$ cat config.mk
export PLATFORM = sky130hd
export DESIGN_NAME = rv32i_load_store_unit_flat
export DESIGN_NICKNAME = d
export VERILOG_FILES = /design/src/rtl/rv32i_pkg.sv /design/src/rtl/rv32i_load_store_unit_if.sv /design/src/rtl/lsu_align.sv /design/src/rtl/rv32i_load_store_unit.sv /design/src/flat_wrapper.sv
export SDC_FILE = /design/constraint.sdc
export NUM_CORES = 1
export LEC_CHECK = 0
export CORE_ASPECT_RATIO = 1.25
export CORE_MARGIN = 5
export CORE_UTILIZATION = 40
export CTS_CLUSTER_DIAMETER = 200
export CTS_CLUSTER_SIZE = 10
export DETAILED_ROUTE_END_ITERATION = 6
export GPL_TIMING_DRIVEN = 0
export HOLD_SLACK_MARGIN = 0.05
export PLACE_DENSITY_LB_ADDON = 0.25
export SLEW_MARGIN = 15
export SYNTH_ARGS = -nofsm -noshare
export SYNTH_HDL_FRONTEND = slang
export SYNTH_SLANG_ARGS = --single-unit
$ cat constraint.sdc
create_clock -name clk -period 4.25 [get_ports clk]
set_clock_uncertainty 0.2 [all_clocks]
set_input_delay 0.85 -clock clk [delete_from_list [all_inputs] [get_ports clk]]
set_output_delay 0.85 -clock clk [all_outputs]
set_load 0.01 [all_outputs]
$ cat src/rtl/rv32i_pkg.sv
// Shared RV32I definitions: opcodes, funct3 width codes
// and the load/store unit state encoding.
package rv32i_pkg;

    localparam logic [6:0] LOAD  = 7'b0000011;
    localparam logic [6:0] STORE = 7'b0100011;

    localparam logic [2:0] F3_B  = 3'b000;
    localparam logic [2:0] F3_H  = 3'b001;
    localparam logic [2:0] F3_W  = 3'b010;
    localparam logic [2:0] F3_BU = 3'b100;
    localparam logic [2:0] F3_HU = 3'b101;

    typedef enum logic [1:0] {
        LSU_IDLE   = 2'd0,
        LSU_ACCESS = 2'd1,
        LSU_DONE   = 2'd2
    } lsu_state_e;

    // True when funct3 names a width/sign form that exists
    // for the given direction.
    function automatic logic f3_legal(
        input logic       is_load,
        input logic [2:0] f3
    );
        if (is_load)
            return f3 inside {F3_B, F3_H, F3_W, F3_BU, F3_HU};
        return f3 inside {F3_B, F3_H, F3_W};
    endfunction

endpackage

$ cat src/rtl/rv32i_load_store_unit_if.sv
// Data memory req/ack bus between the load/store unit
// (master) and the data memory (slave).
interface rv32i_load_store_unit_if #(
    parameter int ADDR_W = 32
);
    logic              dmem_req;
    logic              dmem_we;
    logic [ADDR_W-1:0] dmem_addr;
    logic [3:0]        dmem_be;
    logic [31:0]       dmem_wdata;
    logic [31:0]       dmem_rdata;
    logic              dmem_ack;

    modport master (
        output dmem_req, dmem_we, dmem_addr, dmem_be, dmem_wdata,
        input  dmem_rdata, dmem_ack
    );

    modport slave (
        input  dmem_req, dmem_we, dmem_addr, dmem_be, dmem_wdata,
        output dmem_rdata, dmem_ack
    );
endinterface

$ cat src/rtl/lsu_align.sv
// Byte-lane steering for loads and stores: byte enables,
// store replication, load extension and alignment check.
module lsu_align (
    input  logic [2:0]  funct3_i,
    input  logic [1:0]  off_i,
    input  logic [31:0] wdata_i,
    input  logic [31:0] rdata_i,
    output logic [3:0]  be_o,
    output logic [31:0] wdata_o,
    output logic [31:0] ldata_o,
    output logic        misaligned_o
);
    logic [7:0]  byte_v;
    logic [15:0] half_v;
    logic        sx;

    // Pick the addressed byte and halfword out of the read word
    always_comb begin
        byte_v = rdata_i[7:0];
        unique case (off_i)
            2'd0: byte_v = rdata_i[7:0];
            2'd1: byte_v = rdata_i[15:8];
            2'd2: byte_v = rdata_i[23:16];
            2'd3: byte_v = rdata_i[31:24];
        endcase
        half_v = off_i[1] ? rdata_i[31:16] : rdata_i[15:0];
    end

    // Width decides enables, replication, extension, alignment
    always_comb begin
        sx           = ~funct3_i[2];
        be_o         = 4'b1111;
        wdata_o      = wdata_i;
        ldata_o      = rdata_i;
        misaligned_o = 1'b0;
        unique case (funct3_i[1:0])
            2'b00: begin
                be_o    = 4'b0001 << off_i;
                wdata_o = {4{wdata_i[7:0]}};
                ldata_o = {{24{sx & byte_v[7]}}, byte_v};
            end
            2'b01: begin
                be_o         = off_i[1] ? 4'b1100 : 4'b0011;
                wdata_o      = {2{wdata_i[15:0]}};
                ldata_o      = {{16{sx & half_v[15]}}, half_v};
                misaligned_o = off_i[0];
            end
            default: begin
                be_o         = 4'b1111;
                wdata_o      = wdata_i;
                ldata_o      = rdata_i;
                misaligned_o = (off_i != 2'b00);
            end
        endcase
    end
endmodule

$ cat src/rtl/rv32i_load_store_unit.sv
// RV32I memory stage: one load/store per request over a
// req/ack data bus, with alignment faults and bus timeout.
module rv32i_load_store_unit
    import rv32i_pkg::*;
#(
    parameter int TIMEOUT = 16,
    parameter int ADDR_W  = 32
) (
    input  logic              clk,
    input  logic              rst,
    input  logic              start,
    input  logic              memread,
    input  logic              memwrite,
    input  logic [2:0]        funct3,
    input  logic [ADDR_W-1:0] addr,
    input  logic [31:0]       wdata,
    input  logic [4:0]        rd,
    output logic              busy,
    output logic              done,
    output logic              fault,
    output logic              regwr,
    output logic [31:0]       regwrdata,
    output logic [4:0]        rd_out,
    rv32i_load_store_unit_if.master dmem
);
    localparam logic [7:0] TO_LAST = 8'(TIMEOUT - 1);

    lsu_state_e        state_q, state_d;
    logic [7:0]        cnt_q, cnt_d;
    logic              fault_q, fault_d;
    logic [ADDR_W-1:0] addr_q;
    logic [2:0]        f3_q;
    logic [31:0]       wdata_q;
    logic [4:0]        rd_q;
    logic              memread_q, memwrite_q;
    logic [31:0]       regwrdata_q;

    logic        idle, acc, take, load_ok, legal_in;
    logic [2:0]  a_f3;
    logic [1:0]  a_off;
    logic [31:0] a_wdata;
    logic [3:0]  a_be;
    logic [31:0] a_wrep, a_ldata;
    logic        a_mis;

    assign idle = (state_q == LSU_IDLE);
    assign acc  = (state_q == LSU_ACCESS);
    assign take = idle & start;
    assign load_ok = acc & dmem.dmem_ack & memread_q;
    assign legal_in = (memread ^ memwrite) & f3_legal(memread, funct3);

    // The aligner checks the incoming request while idle and
    // steers the latched request for the rest of the access.
    assign a_f3    = idle ? funct3 : f3_q;
    assign a_off   = idle ? addr[1:0] : addr_q[1:0];
    assign a_wdata = idle ? wdata : wdata_q;

    lsu_align u_align (
        .funct3_i     (a_f3),
        .off_i        (a_off),
        .wdata_i      (a_wdata),
        .rdata_i      (dmem.dmem_rdata),
        .be_o         (a_be),
        .wdata_o      (a_wrep),
        .ldata_o      (a_ldata),
        .misaligned_o (a_mis)
    );

    // Next-state, timeout count and fault outcome
    always_comb begin
        state_d = state_q;
        cnt_d   = cnt_q;
        fault_d = fault_q;
        unique case (state_q)
            LSU_IDLE: begin
                if (start) begin
                    cnt_d = '0;
                    if (!legal_in || a_mis) begin
                        state_d = LSU_DONE;
                        fault_d = 1'b1;
                    end else begin
                        state_d = LSU_ACCESS;
                        fault_d = 1'b0;
                    end
                end
            end
            LSU_ACCESS: begin
                cnt_d = cnt_q + 8'd1;
                if (dmem.dmem_ack) begin
                    state_d = LSU_DONE;
                    fault_d = 1'b0;
                end else if (cnt_q == TO_LAST) begin
                    state_d = LSU_DONE;
                    fault_d = 1'b1;
                end
            end
            LSU_DONE: state_d = LSU_IDLE;
            default:  state_d = LSU_IDLE;
        endcase
    end

    // Control state registers
    always_ff @(posedge clk or posedge rst) begin
        if (rst) begin
            state_q <= LSU_IDLE;
            cnt_q   <= '0;
            fault_q <= 1'b0;
        end else begin
            state_q <= state_d;
            cnt_q   <= cnt_d;
            fault_q <= fault_d;
        end
    end

    // Request latches and formatted load result
    always_ff @(posedge clk or posedge rst) begin
        if (rst) begin
            addr_q      <= '0;
            f3_q        <= '0;
            wdata_q     <= '0;
            rd_q        <= '0;
            memread_q   <= 1'b0;
            memwrite_q  <= 1'b0;
            regwrdata_q <= '0;
        end else begin
            if (take) begin
                addr_q     <= addr;
                f3_q       <= funct3;
                wdata_q    <= wdata;
                rd_q       <= rd;
                memread_q  <= memread;
                memwrite_q <= memwrite;
            end
            if (load_ok)
                regwrdata_q <= a_ldata;
        end
    end

    assign busy      = ~idle;
    assign done      = (state_q == LSU_DONE);
    assign fault     = done & fault_q;
    assign regwr     = done & memread_q & ~fault_q;
    assign regwrdata = regwrdata_q;
    assign rd_out    = rd_q;

    assign dmem.dmem_req   = acc;
    assign dmem.dmem_we    = acc & memwrite_q;
    assign dmem.dmem_addr  = acc ? {addr_q[ADDR_W-1:2], 2'b00} : '0;
    assign dmem.dmem_be    = acc ? a_be : 4'b0000;
    assign dmem.dmem_wdata = acc ? a_wrep : 32'h0;
endmodule

$ cat src/flat_wrapper.sv
// flat-port wrapper written by rule: the top's interface ports become plain ports
module rv32i_load_store_unit_flat import rv32i_pkg::*;
#(
    parameter int TIMEOUT = 16,
    parameter int ADDR_W  = 32
)
  (clk, rst, start, memread, memwrite, funct3, addr, wdata, rd, busy, done, fault, regwr, regwrdata, rd_out, dmem_dmem_req, dmem_dmem_we, dmem_dmem_addr, dmem_dmem_be, dmem_dmem_wdata, dmem_dmem_rdata, dmem_dmem_ack);
  rv32i_load_store_unit_if #(.ADDR_W(ADDR_W)) dmem_i ();
  input  logic clk;
  input  logic rst;
  input  logic start;
  input  logic memread;
  input  logic memwrite;
  input  logic [2:0] funct3;
  input  logic [ADDR_W-1:0] addr;
  input  logic [31:0] wdata;
  input  logic [4:0] rd;
  output logic busy;
  output logic done;
  output logic fault;
  output logic regwr;
  output logic [31:0] regwrdata;
  output logic [4:0] rd_out;
  output wire logic [$bits(dmem_i.dmem_req)-1:0] dmem_dmem_req;
  output wire logic [$bits(dmem_i.dmem_we)-1:0] dmem_dmem_we;
  output wire logic [$bits(dmem_i.dmem_addr)-1:0] dmem_dmem_addr;
  output wire logic [$bits(dmem_i.dmem_be)-1:0] dmem_dmem_be;
  output wire logic [$bits(dmem_i.dmem_wdata)-1:0] dmem_dmem_wdata;
  input wire logic [$bits(dmem_i.dmem_rdata)-1:0] dmem_dmem_rdata;
  input wire logic [$bits(dmem_i.dmem_ack)-1:0] dmem_dmem_ack;
  assign dmem_dmem_req = dmem_i.dmem_req;
  assign dmem_dmem_we = dmem_i.dmem_we;
  assign dmem_dmem_addr = dmem_i.dmem_addr;
  assign dmem_dmem_be = dmem_i.dmem_be;
  assign dmem_dmem_wdata = dmem_i.dmem_wdata;
  assign dmem_i.dmem_rdata = dmem_dmem_rdata;
  assign dmem_i.dmem_ack = dmem_dmem_ack;
  rv32i_load_store_unit #(.TIMEOUT(TIMEOUT), .ADDR_W(ADDR_W)) u_core (.clk(clk), .rst(rst), .start(start), .memread(memread), .memwrite(memwrite), .funct3(funct3), .addr(addr), .wdata(wdata), .rd(rd), .busy(busy), .done(done), .fault(fault), .regwr(regwr), .regwrdata(regwrdata), .rd_out(rd_out), .dmem(dmem_i));
endmodule
# Word-level counts from Yosys, hierarchy flattened
# Cells that the tools add are included.
# W data, S select, Z words.
[word_totals]
ff_bits = 117
out_inout_bits = 111
elab_cells = 80
input_bits = 110
[classes]
reduce_logical = 13
n_eq_ne = 13
n_addsub = 1
n_mux = 28
shifts = 1
n_bitwise = 14
[ops]
columns = ["operator", "n"]
rows = [
  ["$pmux W32 S2", 2],
  ["$mux W32", 3],
  ["$pmux W8 S4", 1],
  ["$mux W16", 1],
  ["$pmux W8 S2", 1],
  ["$and A1 B1 Y1", 10],
  ["$mux W2", 5],
  ["$add A8 B1 Y8 const B", 1],
  ["$eq A8 B4 Y1 const B", 1],
  ["$mux W4", 2],
  ["$mux W8", 1],
  ["$pmux W4 S2", 1],
  ["$mux W1", 7],
  ["$eq A2 B1 Y1 const B", 3],
  ["$eq A2 B2 Y1 const B", 3],
  ["$eq A3 B3 Y1 const B", 2],
  ["$logic_not A2 Y1", 3],
  ["$reduce_bool A5 Y1", 1],
  ["$pmux W1 S2", 2],
  ["$pmux W2 S2", 1],
  ["$reduce_and A2 Y1", 2],
  ["$reduce_bool A2 Y1", 2],
  ["$shl A1 B2 Y4 const A", 1],
  ["$eq A3 B1 Y1 const B", 1],
  ["other kinds (11)", 13],
]

# Depth between registers and ports, before layout
# Gate-level depths: netlist of the first run.
[logic_depth]
word_depth = 10
depth_mapped = 9
depth_no_buf = 6

# By module
# From an unflattened synthesis of the first run, not the netlist that was laid out.
[hier_totals]
cells_unflattened = 609
hier_area_um2 = 6877.8
[modules_own_cells]
columns = ["mod", "instances", "area_per_inst_um2", "cells_each", "seq_area_each_um2"]
rows = [
  ["rv32i_load_store_unit", 1, 5579.1, 412, 2927.8],
  ["lsu_align", 1, 1298.7, 197, 0.0],
]

# Least setup slack after synthesis of the first run
# Ideal clock, no wire load.
[synth_path]
path_type = "input to output"
start = "in funct3[1]"
end = "out dmem_dmem_wdata[23]"
stages = 5
slack_ns = 1.246
required_time_ns = 3.200
path_buffers = 1
arrival_time_ns = 1.954
cell_sequence = "or3b_1 nand2_1 clkbuf_1 nand2_1 a21oi_1"
[synth_between]
elab_chain_len = 4
elab_cells_between_ends = 5
classes_between = "eq/ne: 1; mux: 3; reduce/logical: 1"
[synth_rtl]
columns = ["item", "line_no", "source"]
rows = [
  ["start: declaration", "flat_wrapper.sv:14", "input logic [2:0] funct3;"],
  ["$mux W3 *", "rv32i_load_store_unit.sv:54", "assign a_f3 = idle ? funct3 : f3_q;"],
  ["$eq A2 B1 Y1 / $logic_not A2 Y1 (equally long branches)", "lsu_align.sv:36", "unique case (funct3_i[1:0])"],
  ["$pmux W32 S2 *", "lsu_align.sv:36", ""],
  ["$mux W32 *", "rv32i_load_store_unit.sv:150", "assign dmem.dmem_wdata = acc ? a_wrep : 32'h0;"],
  ["end: declaration", "flat_wrapper.sv:28", "output wire logic [$bits(dmem_i.dmem_wdata)-1:0] dmem_dmem_wdata;"],
]
# Every way passes the cells marked *; elsewhere a longest branch is shown, timed or not.

# Final worst setup path of the first run
[layout_path]
start = "in funct3[1]"
end = "out dmem_dmem_be[0]"
[layout_between]
elab_chain_len = 4
elab_cells_between_ends = 5
classes_between = "eq/ne: 1; mux: 3; reduce/logical: 1"
[layout_rtl]
columns = ["item", "line_no", "source"]
rows = [
  ["$mux W3 *", "rv32i_load_store_unit.sv:54", ""],
  ["$eq A2 B1 Y1 / $logic_not A2 Y1 (equally long branches)", "lsu_align.sv:36", ""],
  ["$pmux W4 S2 *", "lsu_align.sv:36", ""],
  ["$mux W4 *", "rv32i_load_store_unit.sv:149", "assign dmem.dmem_be = acc ? a_be : 4'b0000;"],
  ["end: declaration", "flat_wrapper.sv:27", "output wire logic [$bits(dmem_i.dmem_be)-1:0] dmem_dmem_be;"],
]
# Marked as above.

==> results of run 1 <==
[cell families after synthesis]
logic type | synth area share (%)
AOI/OAI and AO/OA | 12.7
adders and majority gates | 0.210
buffers and inverters | 4.20
xor gates and xnor gates | 0.294
muxes | 4.96
and+or+nand+nor | 28.4
other | 0.0630
DFF | 49.2
[cell type report]
cell class	instances	area (sq um)
Tap cell	178	223
Timing Repair Buffer	221	2230
Antenna cell	1	2.50
Buffer	43	220
Multi-Input combinational cell	537	2780
Fill cell	1275	5500
Sequential cell	117	2930
Clock buffer	21	460
Clock inverter	11	155
Inverter	7	31.3
[through the flow]
| step | instances | utilization (%) | setup TNS (ns) | setup WS (ns) | power, mW |
|---|---|---|---|---|---|
| detailed placement | 1102 | 57.8 | -0.253 | -0.117 | 3.64 |
| CTS | 1135 | 62.1 | 0 | 0.0472 | 5.18 |
| global route | 1136 | 62.1 | 0 | 0.00591 | 5.45 |
| global placement | 1101 | 57.5 | -207.24 | -1.78 | 3.59 |
| floorplan | 705 | - | 0 | 0.0992 | 2.75 |
| finish | 1136 | 62.1 | 0 | 0.0997 | 5.14 |
[sequential cells by signal, indices dropped and copies added (netlist names), 2 cells and up]
signal,cells
u_core.wdata_q,32
u_core.f3_q,3
u_core.rd_out,5
u_core.regwrdata,32
u_core.state_q,2
u_core.cnt_q,8
u_core.addr_q,32
[tightest hold or removal path, cell delays in order, from the launching register on]
cell	delay, ns
dfrtp_1	0.33
nand2_1	0.05
nand2_1	0.05
[timing repair]
item | in CTS | in global routing
resized for setup | 1 | 2
hold endpoints to repair | 0 | 0
setup buffers | 2 | 0
setup endpoints to repair | 6 | 2
[cell usage in the layout (no fill, tap or decap), types with 3 or more instances in the layout]
master             n
a21oi_1           49
a222oi_1           6
a22oi_1            8
a31oi_1            4
and2_1            45
and3_1             4
buf_1              4
buf_2              5
buf_4              6
buf_6              5
bufinv_16          4
clkbuf_1          27
clkbuf_16         17
clkdlybuf4s50_1  217
clkinv_2           7
dfrtp_1          117
inv_1              3
mux2_2             4
mux2_4             4
mux2i_1           19
nand2_1          236
nand3_1           13
nand4_1            3
nor2_1            65
o211ai_1           3
o21ai_0           18
o21ai_1            5
o221ai_1           7
[power groups by stage]
| stage | clock [mW] | sequential (mW) | combinational, mW |
|---|---|---|---|
| finish | 1.51 | 1.78 | 1.84 |
| global route | 1.58 | 1.84 | 2.03 |
| CTS | 1.54 | 1.78 | 1.86 |
| detailed placement | 0 | 1.80 | 1.84 |
| global placement | 0 | 1.79 | 1.81 |
| floorplan | 0 | 1.79 | 0.961 |
[path summary, 6_finish.rpt]
| check | endpoint | depth (start not counted) | slack [ns] | startpoint |
|---|---|---|---|---|
| worst max-delay path | dmem_dmem_be[0] | 7 | 0.1 | funct3[1] |
| worst min-delay path | u_core.addr_q[19] | 2 | 0.26 | u_core.addr_q[19] |
| worst max register to register | u_core.regwrdata[13] | 9 | 1.51 | u_core.state_q[0] |
| worst min register to register | u_core.addr_q[19] | 2 | 0.26 | u_core.addr_q[19] |
| max in group asynchronous | u_core.regwrdata[5] | 3 | 2.52 | rst |
| min in group asynchronous | u_core.wdata_q[1] | 2 | 0.59 | rst |
[metal layers]
layer	GRT usage, %	share of wire (%)
met5	0	0
met4	11.9	4.4
met3	6.96	8.1
met2	37.3	48
met1	27.8	40
==> results.txt, run 1 <==
family with the most delay on the worst path = buffers and inverters
Vias = 5886
Synth top cells by count = nand2_1 (237), dfrtp_1 (117), nor2_1 (65), a21oi_1 (49), and2_1 (45)
Final Hold Vio Count = 0
final setup fails = 0
fin. max-slew vios = 0
fin nets = 1055
share of the synthesized area in the top cell type = 49.2%
Data required, critical path = 3.20 ns
yosys warns = 0
Startpoint Class = input pin
Congestion Overflow GR = 0
P per Cell Area = 569 nW/um^2
Tightest Pin Transition = 0.833 ns
syn avg cell area = 8.45 sq um
ANT nets after route = 0
Finished Cell Area = 9030 sq um
GRT Total Usage = 23.1%
CTS tree = built
Syn Std Cell Area = 5950 sq um
CTS Buffer Depth = 2
initial antenna violation count = 1
final worst path period share = 97.7%
CP max FO = 8
Worst-Skew Late Latency = 0.42 ns
Worst Setup End Kind = primary output
CTS Hold Bufs = 0
Area contributors post-synth = dfrtp_1 (49%), nand2_1 (15%), and2_1 (4.7%), a21oi_1 (4.1%), nor2_1 (4.1%)
CP Cell Sequence = clkdlybuf4s50_1, or3b_1, and2_0, buf_2, o21ai_2, and2_1, clkdlybuf4s50_1
TritonRoute pass-1 iters = 6
Post-synth EDFFs = 0
Post-synth top flop = dfrtp_1
IO Port Bufs = 218
Initial DRC Count = 527
Netlist cell types = 59
Die Ht = 146 um
dpl cell area = 8390 sq um
Slew HR = 43.7%
Vias/cell = 5.18
Core Box Area = 14500 sq um
CP peak stage delay = 0.57 ns
slowest stage cell, crit path = clkdlybuf4s50_1
leakage power = 4.13 nW
most numerous cell in the Yosys netlist = nand2_1
CTS H-tree lvls = 4
RSZ-0062 raised after global routing = false
sequential share of power = 34.7%
Cell Int Power = 3.41 mW
layout cell share with drive strength beyond 1 = 7.42%
Buf/Inv on CP = 3
Tmin final = 4.15 ns
Synth area leader = dfrtp_1
die area = 17400 sq um
cts bufs inserted = 17
first-pass GRT wire length = 31700 um
CP most frequent cell = clkdlybuf4s50_1
Hold WS = 0.263 ns
critical setup path kind = in2out
largest net degree at the start of global routing = 83
wire length per cell = 17.5 um
DRT Wirelength = 19800 um
Psw = 1.73 mW
root buffer cell = clkbuf_16
# rows = 49
Residual DRC = 0
Syn Inst Count = 704
Clock Power Share = 29.4%
worst vdd ir = 0.306 mV
Placer Congestion = 0.859
Die W = 119 um
run status = finished clean
synth-to-layout area growth = 51.7%
# IOs = 221
Max-Cap Viols = 0
crit path DAT = 3.10 ns
clk sinks = 117
Hold Crit Class = reg2reg
combinational share of power = 35.8%
post-synthesis register bit count = 117
f_max = 241 MHz
clk slew on worst S/H paths = 0.05 ns
dpl hpwl = 14800 um
Starting Density = 41.0%
vias in the first global route = 5962
FFs w/ async S/R, synth = 100%
Seq/Total Area, Yosys = 49.2%
switching share of power = 33.7%
Note: power is estimated with default switching activity, not from simulation.
==> run 2: changes to the inputs <==
CORE_ASPECT_RATIO = not set   (was 1.25)
CTS_BUF_LIST = sky130_fd_sc_hd__clkbuf_8   (was not set)
clock period = 5.11 ns   (was 4.25 ns; I/O delays follow)
==> results.txt, run 2 (same netlist as run 1, synthesis figures left out) <==
run status = finished clean
total of fill cells in the finished design = 1325
Final TNS setup = 0 ns
# IOs = 221
worst vdd ir = 0.187 mV
# placed instances = 1108
combinational share of power = 39.5%
dpl hpwl = 14200 um
CTS Hold Bufs = 0
RSZ-0062 raised after global routing = false
clk slew on worst S/H paths = 0.06 ns
Startpoint Class = input pin
Psw = 1.35 mW
Final Hold Vio Count = 0
CP peak stage delay = 0.59 ns
cts repair resizes = 0
first-pass GRT wire length = 30900 um
Placer Congestion = 0.859
Hold Crit Class = reg2reg
final setup fails = 0
IO Port Bufs = 218
setup slack, reg-to-reg = 2.37 ns
commonest non-fill, non-tap cell in the layout = nand2_1
largest net degree at the start of global routing = 79
initial antenna violation count = 0
cts bufs inserted = 17
Cell Int Power = 2.47 mW
fin nets = 1054
# rows = 44
P per Cell Area = 436 nW/um^2
Post-CTS Setup Bufs = 0
f_max = 211 MHz
most frequent cells in the layout = nand2_1 (237), clkdlybuf4s50_1 (218), dfrtp_1 (117)
leakage power = 4.01 nW
synth-to-layout area growth = 47.6%
switching share of power = 35.4%
reg2reg start = u_core.state_q[0]
flip-flop and latch area = 2930 sq um
ANT nets after route = 0
Worst Setup End Kind = primary output
GRT Total Usage = 22.0%
CP Cell Sequence = clkdlybuf4s50_1, or3b_1, nand2_1, clkbuf_1, nand2_1, a21oi_1, clkdlybuf4s50_1
clk sinks = 117
Clock Power Share = 21.8%
Vias/cell = 5.11
CTS H-tree lvls = 4
Worst-Skew Late Latency = 0.42 ns
fin. max-slew vios = 0
Tightest Pin Transition = 0.818 ns
root buffer cell = clkbuf_8
DRT Wirelength = 19100 um
Slew HR = 44.7%
critical setup path kind = in2out
CTS tree = built
Congestion Overflow GR = 0
area of the multi-input gates = 2780 sq um
Placement Setup Slack = 0.366 ns
Core Box Area = 14600 sq um
Starting Density = 40.8%
Data required, critical path = 3.89 ns
Vias = 5813
wire length per cell = 16.8 um
slowest stage cell, crit path = clkdlybuf4s50_1
crit path DAT = 3.51 ns
die area = 17400 sq um
CP max FO = 10
sequential share of power = 38.7%
TritonRoute pass-1 iters = 5
Min-Delay Startpoint = u_core.addr_q[13]
r2r endpoint = u_core.regwrdata[25]
R2R depth = 8
Initial DRC Count = 403
vias in the first global route = 5843
Die W = 132 um
ant diodes = 0
setup slack after layout = 0.374 ns
layout cell share with drive strength beyond 1 = 6.61%
Hold Crit Depth = 2
post-route insts no fill = 1137
Hold Path Sink = u_core.addr_q[13]
final worst path period share = 92.7%
Tmin final = 4.74 ns
CTS Buffer Depth = 2
Die Ht = 132 um
Residual DRC = 0
Max-Cap Viols = 0
-- run 2: power by group through the flow --
stage / sequential [mW] / clock [mW] / combinational, mW
floorplan: 1.49 / 0 / 0.799
global placement: 1.49 / 0 / 1.50
detailed placement: 1.49 / 0 / 1.53
CTS: 1.48 / 0.857 / 1.53
global route: 1.53 / 0.899 / 1.67
finish: 1.48 / 0.835 / 1.51
-- run 2: stage by stage --
stage                     hold slack [ns]  cell area (sq um)  power, mW  util, %
after detailed placement            0.254               8400       3.02     57.6
after CTS                           0.270               8780       3.87     60.2
final                               0.264               8780       3.83     60.2
after floorplan                     0.237               5950       2.29        -
after global routing                0.284               8780       4.10     60.2
after global placement              0.249               8370       2.98     57.3
-- run 2: worst max-delay path: cells and delay by family --
family / cells / cell delay, ns
compound gates: 1 / 0.15
buf+inv: 3 / 1.60
simple gates: 3 / 0.73
-- run 2: metal layers --
| layer | wire, um | part of all wire, % | global-route usage [%] |
|---|---|---|---|
| met1 | 8210 | 43 | 28.8 |
| met2 | 8820 | 46 | 34.3 |
| met3 | 1740 | 9.1 | 8.02 |
| met4 | 372 | 1.9 | 6.29 |
| met5 | 0 | 0 | 0 |
-- run 2: how the worst max path moves through the flow --
stage / start / to / cells after the start
2_1_floorplan: rst / u_core.addr_q[0] / 1
3_3_place_gp: rst / u_core.wdata_q[5] / 2
4_1_cts: funct3[1] / dmem_dmem_wdata[23] / 7
3_5_place_dp: funct3[1] / dmem_dmem_wdata[23] / 7
5_1_grt: funct3[1] / dmem_dmem_wdata[23] / 7
6_report: funct3[1] / dmem_dmem_wdata[23] / 7
-- run 2: layout make-up --
type / count / area share (%)
Sequential cell: 117 / 33.3
Timing Repair Buffer: 219 / 25.2
Clock inverter: 7 / 0.926
Clock buffer: 22 / 3.45
Inverter: 7 / 0.356
Buffer: 44 / 2.55
Tap cell: 184 / 2.62
Multi-Input combinational cell: 537 / 31.6
==> run 3: changes to the inputs <==
CAP_MARGIN = 30   (was not set)
CTS_BUF_LIST = sky130_fd_sc_hd__clkbuf_4   (was sky130_fd_sc_hd__clkbuf_8)
SETUP_SLACK_MARGIN = 0.02   (was not set)
==> results.txt, run 3 (same netlist as run 1, synthesis figures left out) <==
# rows = 44
Starting Density = 40.8%
slowest stage cell, crit path = clkdlybuf4s50_1
final setup fails = 0
final worst path period share = 92.6%
family with the most delay on the worst path = buffers and inverters
DRT Wirelength = 19200 um
synth-to-layout area growth = 45.2%
Buf/Inv on CP = 3
Slew HR = 45.6%
Max-Cap Viols = 0
Hold WS = 0.270 ns
cts bufs inserted = 17
ant diodes = 0
Worst-Skew Late Latency = 0.53 ns
CP peak stage delay = 0.59 ns
Worst Setup End Kind = primary output
Finished Cell Area = 8640 sq um
Post-CTS Setup Bufs = 0
vias in the first global route = 5851
TritonRoute pass-1 iters = 5
dpl hpwl = 14200 um
# placed instances = 1108
CTS Buffer Depth = 2
most frequent cells in the layout = nand2_1 (237), clkdlybuf4s50_1 (218), dfrtp_1 (117)
P per Cell Area = 418 nW/um^2
Global Route met1 Usage = 29.0%
CP max FO = 10
met3 layer usage reported by global route = 7.21%
Residual DRC = 0
wire length per cell = 16.9 um
Die W = 132 um
critical setup path kind = in2out
f_max = 211 MHz
Vias = 5802
initial antenna violation count = 0
setup slack after layout = 0.377 ns
leakage power = 3.94 nW
dpl cell area = 8400 sq um
Initial DRC Count = 344
RSZ-0062 raised after global routing = false
Hold Crit Class = reg2reg
Data required, critical path = 3.89 ns
Die Ht = 132 um
commonest non-fill, non-tap cell in the layout = nand2_1
Placer Congestion = 0.859
cts repair resizes = 0
first-pass GRT wire length = 31100 um
Startpoint Class = input pin
CTS Hold Bufs = 0
Core Box Area = 14600 sq um
ANT nets after route = 0
Tightest Pin Transition = 0.806 ns
IO Port Bufs = 218
Placement Setup Slack = 0.366 ns
post-route insts no fill = 1137
GRT Total Usage = 22.1%
total power = 3.61 mW
fin nets = 1054
run status = finished clean
layout cell share with drive strength beyond 1 = 6.40%
crit path DAT = 3.51 ns
Tmin final = 4.73 ns
CP Cell Sequence = clkdlybuf4s50_1, or3b_1, nand2_1, clkbuf_1, nand2_1, a21oi_1, clkdlybuf4s50_1
clk sinks = 117
clk slew on worst S/H paths = 0.09 ns
CTS H-tree lvls = 4
Vias/cell = 5.10
most utilized layer in the global route result = met2
Congestion Overflow GR = 0
largest net degree at the start of global routing = 79
CTS tree = built
GR met2 Demand/Resource = 34.7%
# IOs = 221
fin. max-slew vios = 0
worst vdd ir = 0.186 mV
die area = 17400 sq um
root buffer cell = clkbuf_4
Final Hold Vio Count = 0
[run 3: changes by cell type in the layout (fill, tap and decap cells not counted)]
| cell | change |
|---|---|
| clkbuf_8 | -22 |
| clkinv_1 | +5 |
| inv_1 | -3 |
| clkbuf_4 | +20 |
[run 3: cell type report]
cell class	count	area, sq um
fill	1343	5950
sequential	117	2930
multi-input combinational	537	2780
timing repair buffer	219	2210
tap	184	230
buffer	44	224
clock buffer	20	150
clock inverter	9	88.8
inverter	7	31.3
[run 3: path summary, 6_finish.rpt]
| path | cells after the start | slack [ns] | startpoint | endpoint |
|---|---|---|---|---|
| worst max register to register | 7 | 2.37 | u_core.f3_q[1] | u_core.regwrdata[25] |
| worst max-delay path | 7 | 0.38 | funct3[1] | dmem_dmem_wdata[23] |
| min in group asynchronous | 2 | 0.65 | rst | u_core.regwrdata[11] |
| max in group asynchronous | 3 | 3.32 | rst | u_core.wdata_q[18] |
| worst min register to register | 2 | 0.27 | u_core.addr_q[13] | u_core.addr_q[13] |
| worst min-delay path | 2 | 0.27 | u_core.addr_q[13] | u_core.addr_q[13] |
[run 3: through the flow]
stage	utilization [%]	setup TNS [ns]
CTS	59.2	0
detailed placement	57.6	0
floorplan	-	0
global placement	57.3	-131.51
finish	59.2	0
global route	59.2	0
[run 3: worst min-delay path, delay by kind of cell (launching register included)]
family	cells	cell delay (ns)
flip-flops	1	0.34
AND/OR/NAND/NOR	2	0.10
[run 3: per-layer routing]
layer | up-vias | routed length [um]
li1 | 2825 | -
met4 | 0 | 364
met3 | 23 | 1730
met1 | 2728 | 8160
met5 | - | 0
met2 | 226 | 8900
[run 3: power by group]
part	internal, mW	switching [mW]	total (mW)	leakage [nW]
Sequential	1.26	0.221	1.48	1.47
Clock	0.289	0.332	0.621	0.136
Combinational	0.730	0.785	1.51	2.34
Total	2.27	1.34	3.61	3.94
